**config.mk**
```make
export PLATFORM = sky130hd
export DESIGN_NAME = hdlc_rx_deframer_flat
export DESIGN_NICKNAME = d
export VERILOG_FILES = /design/src/rtl/hdlc_pkg.sv /design/src/rtl/hdlc_rx_deframer_if.sv /design/src/rtl/hdlc_rx_pattern_detect.sv /design/src/rtl/hdlc_rx_deframer.sv /design/src/flat_wrapper.sv
export SDC_FILE = /design/constraint.sdc
export NUM_CORES = 1
export LEC_CHECK = 0
export ABC_CLOCK_PERIOD_IN_PS = 4100
export CAP_MARGIN = 20
export CORE_ASPECT_RATIO = 0.7
export CORE_MARGIN = 2
export CORE_UTILIZATION = 53
export CTS_CLUSTER_SIZE = 28
export DETAILED_ROUTE_END_ITERATION = 8
export PLACE_DENSITY = 0.78
export REMOVE_ABC_BUFFERS = 1
export SYNTH_ARGS = -nofsm -noshare
export SYNTH_HDL_FRONTEND = slang
export SYNTH_SLANG_ARGS = --single-unit
```
**constraint.sdc**
```tcl
create_clock -name Clk -period 4.1 [get_ports Clk]
set_input_delay 0.82 -clock Clk [delete_from_list [all_inputs] [get_ports Clk]]
set_output_delay 0.82 -clock Clk [all_outputs]
set_load 0.01 [all_outputs]
```
**src/rtl/hdlc_pkg.sv**
```systemverilog
// Shared constants and state encoding for the HDLC receive deframer.
package hdlc_pkg;

  localparam logic [7:0] FLAG_PATTERN = 8'h7E;
  // a 0 followed by seven 1s, oldest bit in bit 0
  localparam logic [7:0] ABORT_PATTERN = 8'hFE;
  localparam int ABORT_ONES = 7;
  localparam int STUFF_ONES = 5;
  localparam int MIN_BYTES  = 3;

  typedef enum logic [1:0] {
    HUNT = 2'd0,
    SYNC = 2'd1,
    DATA = 2'd2
  } rx_state_t;

endpackage

```
**src/rtl/hdlc_rx_deframer_if.sv**
```systemverilog
// Serial input and frame/byte status bundle of the HDLC receive deframer.
interface hdlc_rx_deframer_if;
  logic       RxEN;
  logic       Rx;
  logic       Rx_FlagDetect;
  logic       Rx_AbortDetect;
  logic       Rx_ValidFrame;
  logic       Rx_NewByte;
  logic [7:0] Rx_Data;
  logic       Rx_EoF;
  logic       Rx_FrameError;
  logic       Rx_AbortSignal;
  logic [7:0] Rx_FrameBytes;

  modport master (
    output RxEN, Rx,
    input  Rx_FlagDetect, Rx_AbortDetect, Rx_ValidFrame, Rx_NewByte, Rx_Data,
           Rx_EoF, Rx_FrameError, Rx_AbortSignal, Rx_FrameBytes
  );

  modport slave (
    input  RxEN, Rx,
    output Rx_FlagDetect, Rx_AbortDetect, Rx_ValidFrame, Rx_NewByte, Rx_Data,
           Rx_EoF, Rx_FrameError, Rx_AbortSignal, Rx_FrameBytes
  );
endinterface

```
**src/rtl/hdlc_rx_pattern_detect.sv**
```systemverilog
// Rx input register, 8-bit history window, flag/abort match and oldest-bit emission.
module hdlc_rx_pattern_detect
  import hdlc_pkg::*;
(
  input  logic Clk,
  input  logic Rst,
  input  logic en_i,
  input  logic rx_i,
  output logic flag_o,
  output logic abort_o,
  output logic bit_o,
  output logic bit_vld_o
);

  logic       rxd_q;
  logic [7:0] win_q, win_d;
  logic [7:0] vld_q, vld_d;
  logic       flag_q, flag_d;
  logic       abort_q, abort_d;

  // vld marks window slots holding bits received after the last delimiter,
  // so delimiter bits are never emitted as data
  always_comb begin
    win_d   = {rxd_q, win_q[7:1]};
    flag_d  = en_i && (win_d == FLAG_PATTERN);
    abort_d = en_i && (win_d == ABORT_PATTERN);
    vld_d   = (flag_d || abort_d || !en_i) ? 8'h00 : {1'b1, vld_q[7:1]};
  end

  always_ff @(posedge Clk or posedge Rst) begin
    if (Rst) begin
      rxd_q   <= 1'b1;
      win_q   <= 8'hFF;
      vld_q   <= 8'h00;
      flag_q  <= 1'b0;
      abort_q <= 1'b0;
    end else begin
      rxd_q   <= rx_i;
      win_q   <= win_d;
      vld_q   <= vld_d;
      flag_q  <= flag_d;
      abort_q <= abort_d;
    end
  end

  assign flag_o    = flag_q;
  assign abort_o   = abort_q;
  assign bit_o     = win_q[0];
  assign bit_vld_o = vld_q[0];

endmodule

```
**src/rtl/hdlc_rx_deframer.sv**
```systemverilog
// HDLC receive front end: frame FSM, zero removal, byte assembly and frame status strobes.
//   state | meaning
//   HUNT  | waiting for a flag
//   SYNC  | flag(s) seen, waiting for first data bit
//   DATA  | delivering frame bits
module hdlc_rx_deframer
  import hdlc_pkg::*;
(
  input  logic               Clk,
  input  logic               Rst,
  hdlc_rx_deframer_if.slave  rx_if
);

  logic flag, abort, rx_bit, bit_vld;

  hdlc_rx_pattern_detect u_detect (
    .Clk       (Clk),
    .Rst       (Rst),
    .en_i      (rx_if.RxEN),
    .rx_i      (rx_if.Rx),
    .flag_o    (flag),
    .abort_o   (abort),
    .bit_o     (rx_bit),
    .bit_vld_o (bit_vld)
  );

  rx_state_t  state_q, state_d;
  logic [2:0] ones_q, ones_d;
  logic [2:0] bitcnt_q, bitcnt_d;
  logic [7:0] shreg_q, shreg_d;
  logic [7:0] data_q, data_d;
  logic [7:0] bytes_q, bytes_d;
  logic       newbyte_q, newbyte_d;
  logic       eof_q, eof_d;
  logic       ferr_q, ferr_d;
  logic       abrt_q, abrt_d;
  logic       take_bit;
  logic [2:0] ones_base, cnt_base;

  always_comb begin
    state_d   = state_q;
    ones_d    = ones_q;
    bitcnt_d  = bitcnt_q;
    shreg_d   = shreg_q;
    data_d    = data_q;
    bytes_d   = bytes_q;
    newbyte_d = 1'b0;
    eof_d     = 1'b0;
    ferr_d    = 1'b0;
    abrt_d    = 1'b0;
    take_bit  = 1'b0;
    // the first bit of a frame starts from fresh counters
    ones_base = (state_q == DATA) ? ones_q   : 3'd0;
    cnt_base  = (state_q == DATA) ? bitcnt_q : 3'd0;

    if (!rx_if.RxEN) begin
      state_d  = HUNT;
      ones_d   = 3'd0;
      bitcnt_d = 3'd0;
      shreg_d  = 8'h00;
      data_d   = 8'h00;
      bytes_d  = 8'h00;
    end else begin
      unique case (state_q)
        HUNT: if (flag) state_d = SYNC;
        SYNC: begin
          if (abort) begin
            state_d = HUNT;
          end else if (bit_vld) begin
            state_d  = DATA;
            bytes_d  = 8'h00;
            take_bit = 1'b1;
          end
        end
        DATA: begin
          if (flag) begin
            state_d = SYNC;
            eof_d   = 1'b1;
            ferr_d  = (bitcnt_q != 3'd0) || (bytes_q < 8'(MIN_BYTES));
          end else if (abort) begin
            state_d = HUNT;
            eof_d   = 1'b1;
            abrt_d  = 1'b1;
          end else if (bit_vld) begin
            take_bit = 1'b1;
          end
        end
        default: state_d = HUNT;
      endcase
    end

    if (take_bit) begin
      if (!rx_bit && (ones_base == 3'(STUFF_ONES))) begin
        ones_d = 3'd0;
      end else begin
        ones_d   = rx_bit ? ((ones_base == 3'd7) ? 3'd7 : ones_base + 3'd1) : 3'd0;
        shreg_d  = {rx_bit, shreg_q[7:1]};
        bitcnt_d = cnt_base + 3'd1;
        if (cnt_base == 3'd7) begin
          data_d    = shreg_d;
          newbyte_d = 1'b1;
          if (bytes_d != 8'hFF) bytes_d = bytes_d + 8'd1;
        end
      end
    end
  end

  always_ff @(posedge Clk or posedge Rst) begin
    if (Rst) begin
      state_q   <= HUNT;
      ones_q    <= 3'd0;
      bitcnt_q  <= 3'd0;
      shreg_q   <= 8'h00;
      data_q    <= 8'h00;
      bytes_q   <= 8'h00;
      newbyte_q <= 1'b0;
      eof_q     <= 1'b0;
      ferr_q    <= 1'b0;
      abrt_q    <= 1'b0;
    end else begin
      state_q   <= state_d;
      ones_q    <= ones_d;
      bitcnt_q  <= bitcnt_d;
      shreg_q   <= shreg_d;
      data_q    <= data_d;
      bytes_q   <= bytes_d;
      newbyte_q <= newbyte_d;
      eof_q     <= eof_d;
      ferr_q    <= ferr_d;
      abrt_q    <= abrt_d;
    end
  end

  assign rx_if.Rx_FlagDetect  = flag;
  assign rx_if.Rx_AbortDetect = abort;
  assign rx_if.Rx_ValidFrame  = (state_q == DATA);
  assign rx_if.Rx_NewByte     = newbyte_q;
  assign rx_if.Rx_Data        = data_q;
  assign rx_if.Rx_EoF         = eof_q;
  assign rx_if.Rx_FrameError  = ferr_q;
  assign rx_if.Rx_AbortSignal = abrt_q;
  assign rx_if.Rx_FrameBytes  = bytes_q;

endmodule

```
**src/flat_wrapper.sv**
```systemverilog
// flat-port wrapper written by rule: the top's interface ports become plain ports
module hdlc_rx_deframer_flat import hdlc_pkg::*;
  (Clk, Rst, rx_if_RxEN, rx_if_Rx, rx_if_Rx_FlagDetect, rx_if_Rx_AbortDetect, rx_if_Rx_ValidFrame, rx_if_Rx_NewByte, rx_if_Rx_Data, rx_if_Rx_EoF, rx_if_Rx_FrameError, rx_if_Rx_AbortSignal, rx_if_Rx_FrameBytes);
  hdlc_rx_deframer_if rx_if_i ();
  input  logic Clk;
  input  logic Rst;
  input wire logic [$bits(rx_if_i.RxEN)-1:0] rx_if_RxEN;
  input wire logic [$bits(rx_if_i.Rx)-1:0] rx_if_Rx;
  output wire logic [$bits(rx_if_i.Rx_FlagDetect)-1:0] rx_if_Rx_FlagDetect;
  output wire logic [$bits(rx_if_i.Rx_AbortDetect)-1:0] rx_if_Rx_AbortDetect;
  output wire logic [$bits(rx_if_i.Rx_ValidFrame)-1:0] rx_if_Rx_ValidFrame;
  output wire logic [$bits(rx_if_i.Rx_NewByte)-1:0] rx_if_Rx_NewByte;
  output wire logic [$bits(rx_if_i.Rx_Data)-1:0] rx_if_Rx_Data;
  output wire logic [$bits(rx_if_i.Rx_EoF)-1:0] rx_if_Rx_EoF;
  output wire logic [$bits(rx_if_i.Rx_FrameError)-1:0] rx_if_Rx_FrameError;
  output wire logic [$bits(rx_if_i.Rx_AbortSignal)-1:0] rx_if_Rx_AbortSignal;
  output wire logic [$bits(rx_if_i.Rx_FrameBytes)-1:0] rx_if_Rx_FrameBytes;
  assign rx_if_i.RxEN = rx_if_RxEN;
  assign rx_if_i.Rx = rx_if_Rx;
  assign rx_if_Rx_FlagDetect = rx_if_i.Rx_FlagDetect;
  assign rx_if_Rx_AbortDetect = rx_if_i.Rx_AbortDetect;
  assign rx_if_Rx_ValidFrame = rx_if_i.Rx_ValidFrame;
  assign rx_if_Rx_NewByte = rx_if_i.Rx_NewByte;
  assign rx_if_Rx_Data = rx_if_i.Rx_Data;
  assign rx_if_Rx_EoF = rx_if_i.Rx_EoF;
  assign rx_if_Rx_FrameError = rx_if_i.Rx_FrameError;
  assign rx_if_Rx_AbortSignal = rx_if_i.Rx_AbortSignal;
  assign rx_if_Rx_FrameBytes = rx_if_i.Rx_FrameBytes;
  hdlc_rx_deframer u_core (.Clk(Clk), .Rst(Rst), .rx_if(rx_if_i));
endmodule
```
==> impl_summary.md <==
Worst setup path
Along the worst path, the maximum fanout reaches 8. The type of the worst setup path is primary input to register. The depth of the most critical reg-to-reg path is 11.

For flop-to-flop paths, the worst setup slack is 1.23 ns. The kind of cell with the highest combined delay along the critical path is simple AND/OR/NAND/NOR gates. The worst endpoint data arrival time is 3.18 ns. The depth of the critical timing path with buffers and inverters included is 9. The worst reg2reg path startpoint is u_core.state_q[1]. The endpoint identified for the worst register-to-register timing path is u_core.rx_if.Rx_FrameBytes[0]. The critical path starts at rx_if_RxEN.

The worst setup path is captured at a register. The largest individual stage delay along the critical path comes from the cell sky130_fd_sc_hd__a21boi_1. The critical path startpoint category is a primary input.

The critical path endpoint is u_core.rx_if.Rx_FrameBytes[0]. Traced cell by cell, the critical path runs through clkdlybuf4s50_1 -> a21boi_1 -> and2_1 -> ha_1 -> nand3_1 -> nor3_1 -> nand2_1 -> a21oi_1 -> a211oi_1. For the worst setup path, the data required time is 4.28 ns. Counting both buffers and inverters, the worst setup path holds a total of 1. The largest single stage delay on the critical path is 0.51 ns.

Yosys
After synthesis the cells add up to 2400 sq um. The netlist uses 38 different library cells. Sorting the synthesized cells by how often they occur yields sky130_fd_sc_hd__nand2_1, sky130_fd_sc_hd__dfrtp_1, sky130_fd_sc_hd__o21ai_0. Of the post-synthesis cell area, the dominant cell type holds 0.469. In the synthesized netlist the dominant register cell turns out to be sky130_fd_sc_hd__dfrtp_1.

After synthesis, the cell types taking the most area are sky130_fd_sc_hd__dfrtp_1, sky130_fd_sc_hd__dfstp_2, sky130_fd_sc_hd__nand2_1. Of the synthesized area, sequential elements account for 0.567. Yosys mapped a number of flops with a built-in enable equal to 0. Counting flops and latches in the post-synthesis netlist gives 54. For this run, asynchronously set or reset flops after synthesis account for 1.00.

The count of mapped cells out of synthesis is 232. Yosys instantiated no cell more often than sky130_fd_sc_hd__nand2_1. The largest area contributor in the netlist is sky130_fd_sc_hd__dfrtp_1. The average instance in the mapped netlist occupies 10.4 sq um. During synthesis, Yosys emitted a total of 0 warnings.

Clock network
The hold buffer count at cts is 0. Post-CTS repair changed the size of 0 cells. The clock input transition at the sequential cells of the worst setup and hold paths is 0.10 ns. The count of clock tree sinks is 54.

In this run the post-CTS setup repair buffer count came out at 0. The buffer depth of the longest clock path is 2. The CTS tree is done. The later-pin clock latency in the skew report is 0.31 ns.

The depth of the CTS H-tree is 2. Clock tree synthesis inserted a total of 5 buffers. CTS placed an instance of sky130_fd_sc_hd__clkbuf_8 at the clock tree root.

Drt
The routed design has 4530 um of wire. Dividing the detail-routed via count by the number of cells gives 5.58. The total number of vias is 1764.

The number of nets still failing antenna checks after routing is 0. After detailed routing, the number of remaining DRC violations is 0. In this run, the number of DRC markers left after iteration 0 of detailed routing was 133. The detailed-route wire length per cell is roughly 14 um. The first-pass iteration count of the detailed router is 7.

Timing
The number of hold violations in the final report is 0. Setup violations remaining at the end of the flow were counted as 0. The final critical path time including I/O delays and setup is approximately 3.0 ns. The setup TNS is 0 ns.

The worst max-slew margin expressed relative to the limit is 0.495. Between clock sinks in the finished design, the worst skew comes to 0.00741 ns. The final number of max-transition violations is 0.

The fmax is 0.334 GHz. The worst hold slack is between 0.3 and 0.4 ns. In the finished design, the share of the clock period the worst path needs comes to 0.731. At the pin with the least slew margin, the transition time is around 0.74 ns.

Setup repair after global routing left no endpoint under its margin.

Power and ir drop
The proportion of power drawn by combinational gates is 0.079. For this design the total switching power over the nets is 236 uW. The analysis attributes to cell leakage a power of around 1.2 nW. Of the total power, registers draw 0.555. The share of total power dissipated in the clock network is 0.366.

Internal power comes to 763 uW. Power spread over the standard cell area amounts to around 350 nW/um^2. The share of total power consumed by net switching is 0.237. The worst voltage drop across the vdd grid is 0.285 mV.

Die
In this run the standard cell core region covers 4350 sq um. The number of core rows is 20. The die covers around 5100 sq um. The die height is 60.3 um. For this configuration, the core starts out at a cell density of 0.552.

The number of primary I/O pins is 27. The die width is 84.5 um.

GRT
The first global-routing pass estimated 7890 um of wire. The initial antenna violation count is 0. Global routing finished with a remaining overflow of 0.

The global routing usage summed across all routing layers is 0.195. The number of global-route vias before repair is 1656. The pin count of the biggest net entering global routing is 55.

Placement
Buffers placed on the I/O ports in this run total 26. The global placement routability congestion is 0.910. The detailed placer's ending HPWL is 3090 um.

Layout
The number of antenna diodes in the final layout is 0. The area growth from synthesis to final layout is 18.2%. The share of cells above drive strength 1 is 0.0996. The final layout contains 273 nets.

Run
Max-cap violations in this run came to 0.

Min path
The worst min-delay path category is register to register.

Outcome
The run finished with clean final reports.
-- routing by layer --
layer | up-vias | track usage | routed length, um
met1 | 848 | 0.292 | 2120
li1 | 860 | - | -
met4 | 0 | 0.0454 | 25
met3 | 4 | 0.0408 | 284
met5 | - | 0 | 0
met2 | 52 | 0.299 | 2100
-- flip-flops by register name, summed over array words and instances, names as in the netlist --
signal and flops:
u_core.bitcnt_q 3, u_core.ones_q 3, u_core.rx_if.Rx_AbortSignal 1, u_core.rx_if.Rx_Data 8, u_core.rx_if.Rx_EoF 1, u_core.rx_if.Rx_FrameBytes 8, u_core.rx_if.Rx_FrameError 1, u_core.rx_if.Rx_NewByte 1
u_core.shreg_q 7, u_core.state_q 2, u_core.u_detect.abort_o 1, u_core.u_detect.flag_o 1, u_core.u_detect.rxd_q 1, u_core.u_detect.vld_q 8, u_core.u_detect.win_q 8
-- cells in the final DEF, fill, tap and decap left out, drive strengths merged, types with 4 or more instances in the layout --
| master | count |
|---|---|
| nand2 | 50 |
| dfrtp | 45 |
| clkdlybuf4s50 | 26 |
| o21ai | 18 |
| and2 | 14 |
| inv | 10 |
| ha | 9 |
| dfstp | 9 |
| nand3 | 8 |
| nor3 | 8 |
| nor2 | 7 |
| a21oi | 7 |
| a211oi | 5 |
| clkbuf | 5 |
| nor2b | 5 |
| a31oi | 4 |
-- through the flow --
stage	std cells	util	setup WS [ns]	area (sq um)	total power [mW]
final	316	0.653	1.10	2840	0.999
after global routing	316	0.653	0.863	2840	1.04
after CTS	315	0.648	1.13	2820	1.01
after detailed placement	307	0.621	0.815	2700	0.641
after global placement	307	0.621	0.938	2700	0.639
after floorplan	224	-	1.51	2360	0.619
-- power by group through the flow --
stage / registers, mW / clock network (mW) / logic, mW
4_1_cts: 0.554 / 0.373 / 0.0777
2_1_floorplan: 0.563 / 0 / 0.0568
3_3_place_gp: 0.564 / 0 / 0.0749
3_5_place_dp: 0.565 / 0 / 0.0762
5_1_grt: 0.557 / 0.394 / 0.0893
6_report: 0.554 / 0.366 / 0.0790
-- cell families (layout without fill, tap and decap cells) --
| kind of cell | Yosys count | count (layout) | share of synthesized area |
|---|---|---|---|
| AND/OR/NAND/NOR | 102 | 102 | 0.211 |
| flip-flops | 54 | 54 | 0.567 |
| AO/OA/AOI/OAI | 47 | 47 | 0.130 |
| buffers and inverters | 17 | 46 | 0.0323 |
| adder cells (fa/ha/maj) | 9 | 9 | 0.0469 |
| multiplexers | 3 | 3 | 0.0125 |
-- worst min path at each step --
stage,startpoint,end,slack (ns),depth (start not counted)
floorplan,u_core.u_detect.win_q[1],u_core.u_detect.win_q[0],0.35,0
global placement,u_core.u_detect.win_q[2],u_core.u_detect.win_q[1],0.36,0
detailed placement,u_core.u_detect.win_q[4],u_core.u_detect.win_q[3],0.36,0
CTS,u_core.u_detect.win_q[2],u_core.u_detect.win_q[1],0.37,0
global route,u_core.u_detect.win_q[1],u_core.u_detect.win_q[0],0.37,0
finish,u_core.u_detect.win_q[2],u_core.u_detect.win_q[1],0.37,0
-- cell type report --
class,instances,area (sq um)
tap,55,68.8
sequential,54,1360
timing repair buffer,29,295
multi-input combinational,161,963
clock buffer,5,68.8
fill,361,1510
clock inverter,3,48.8
inverter,9,33.8
Power figures use the tool's default switching activity.
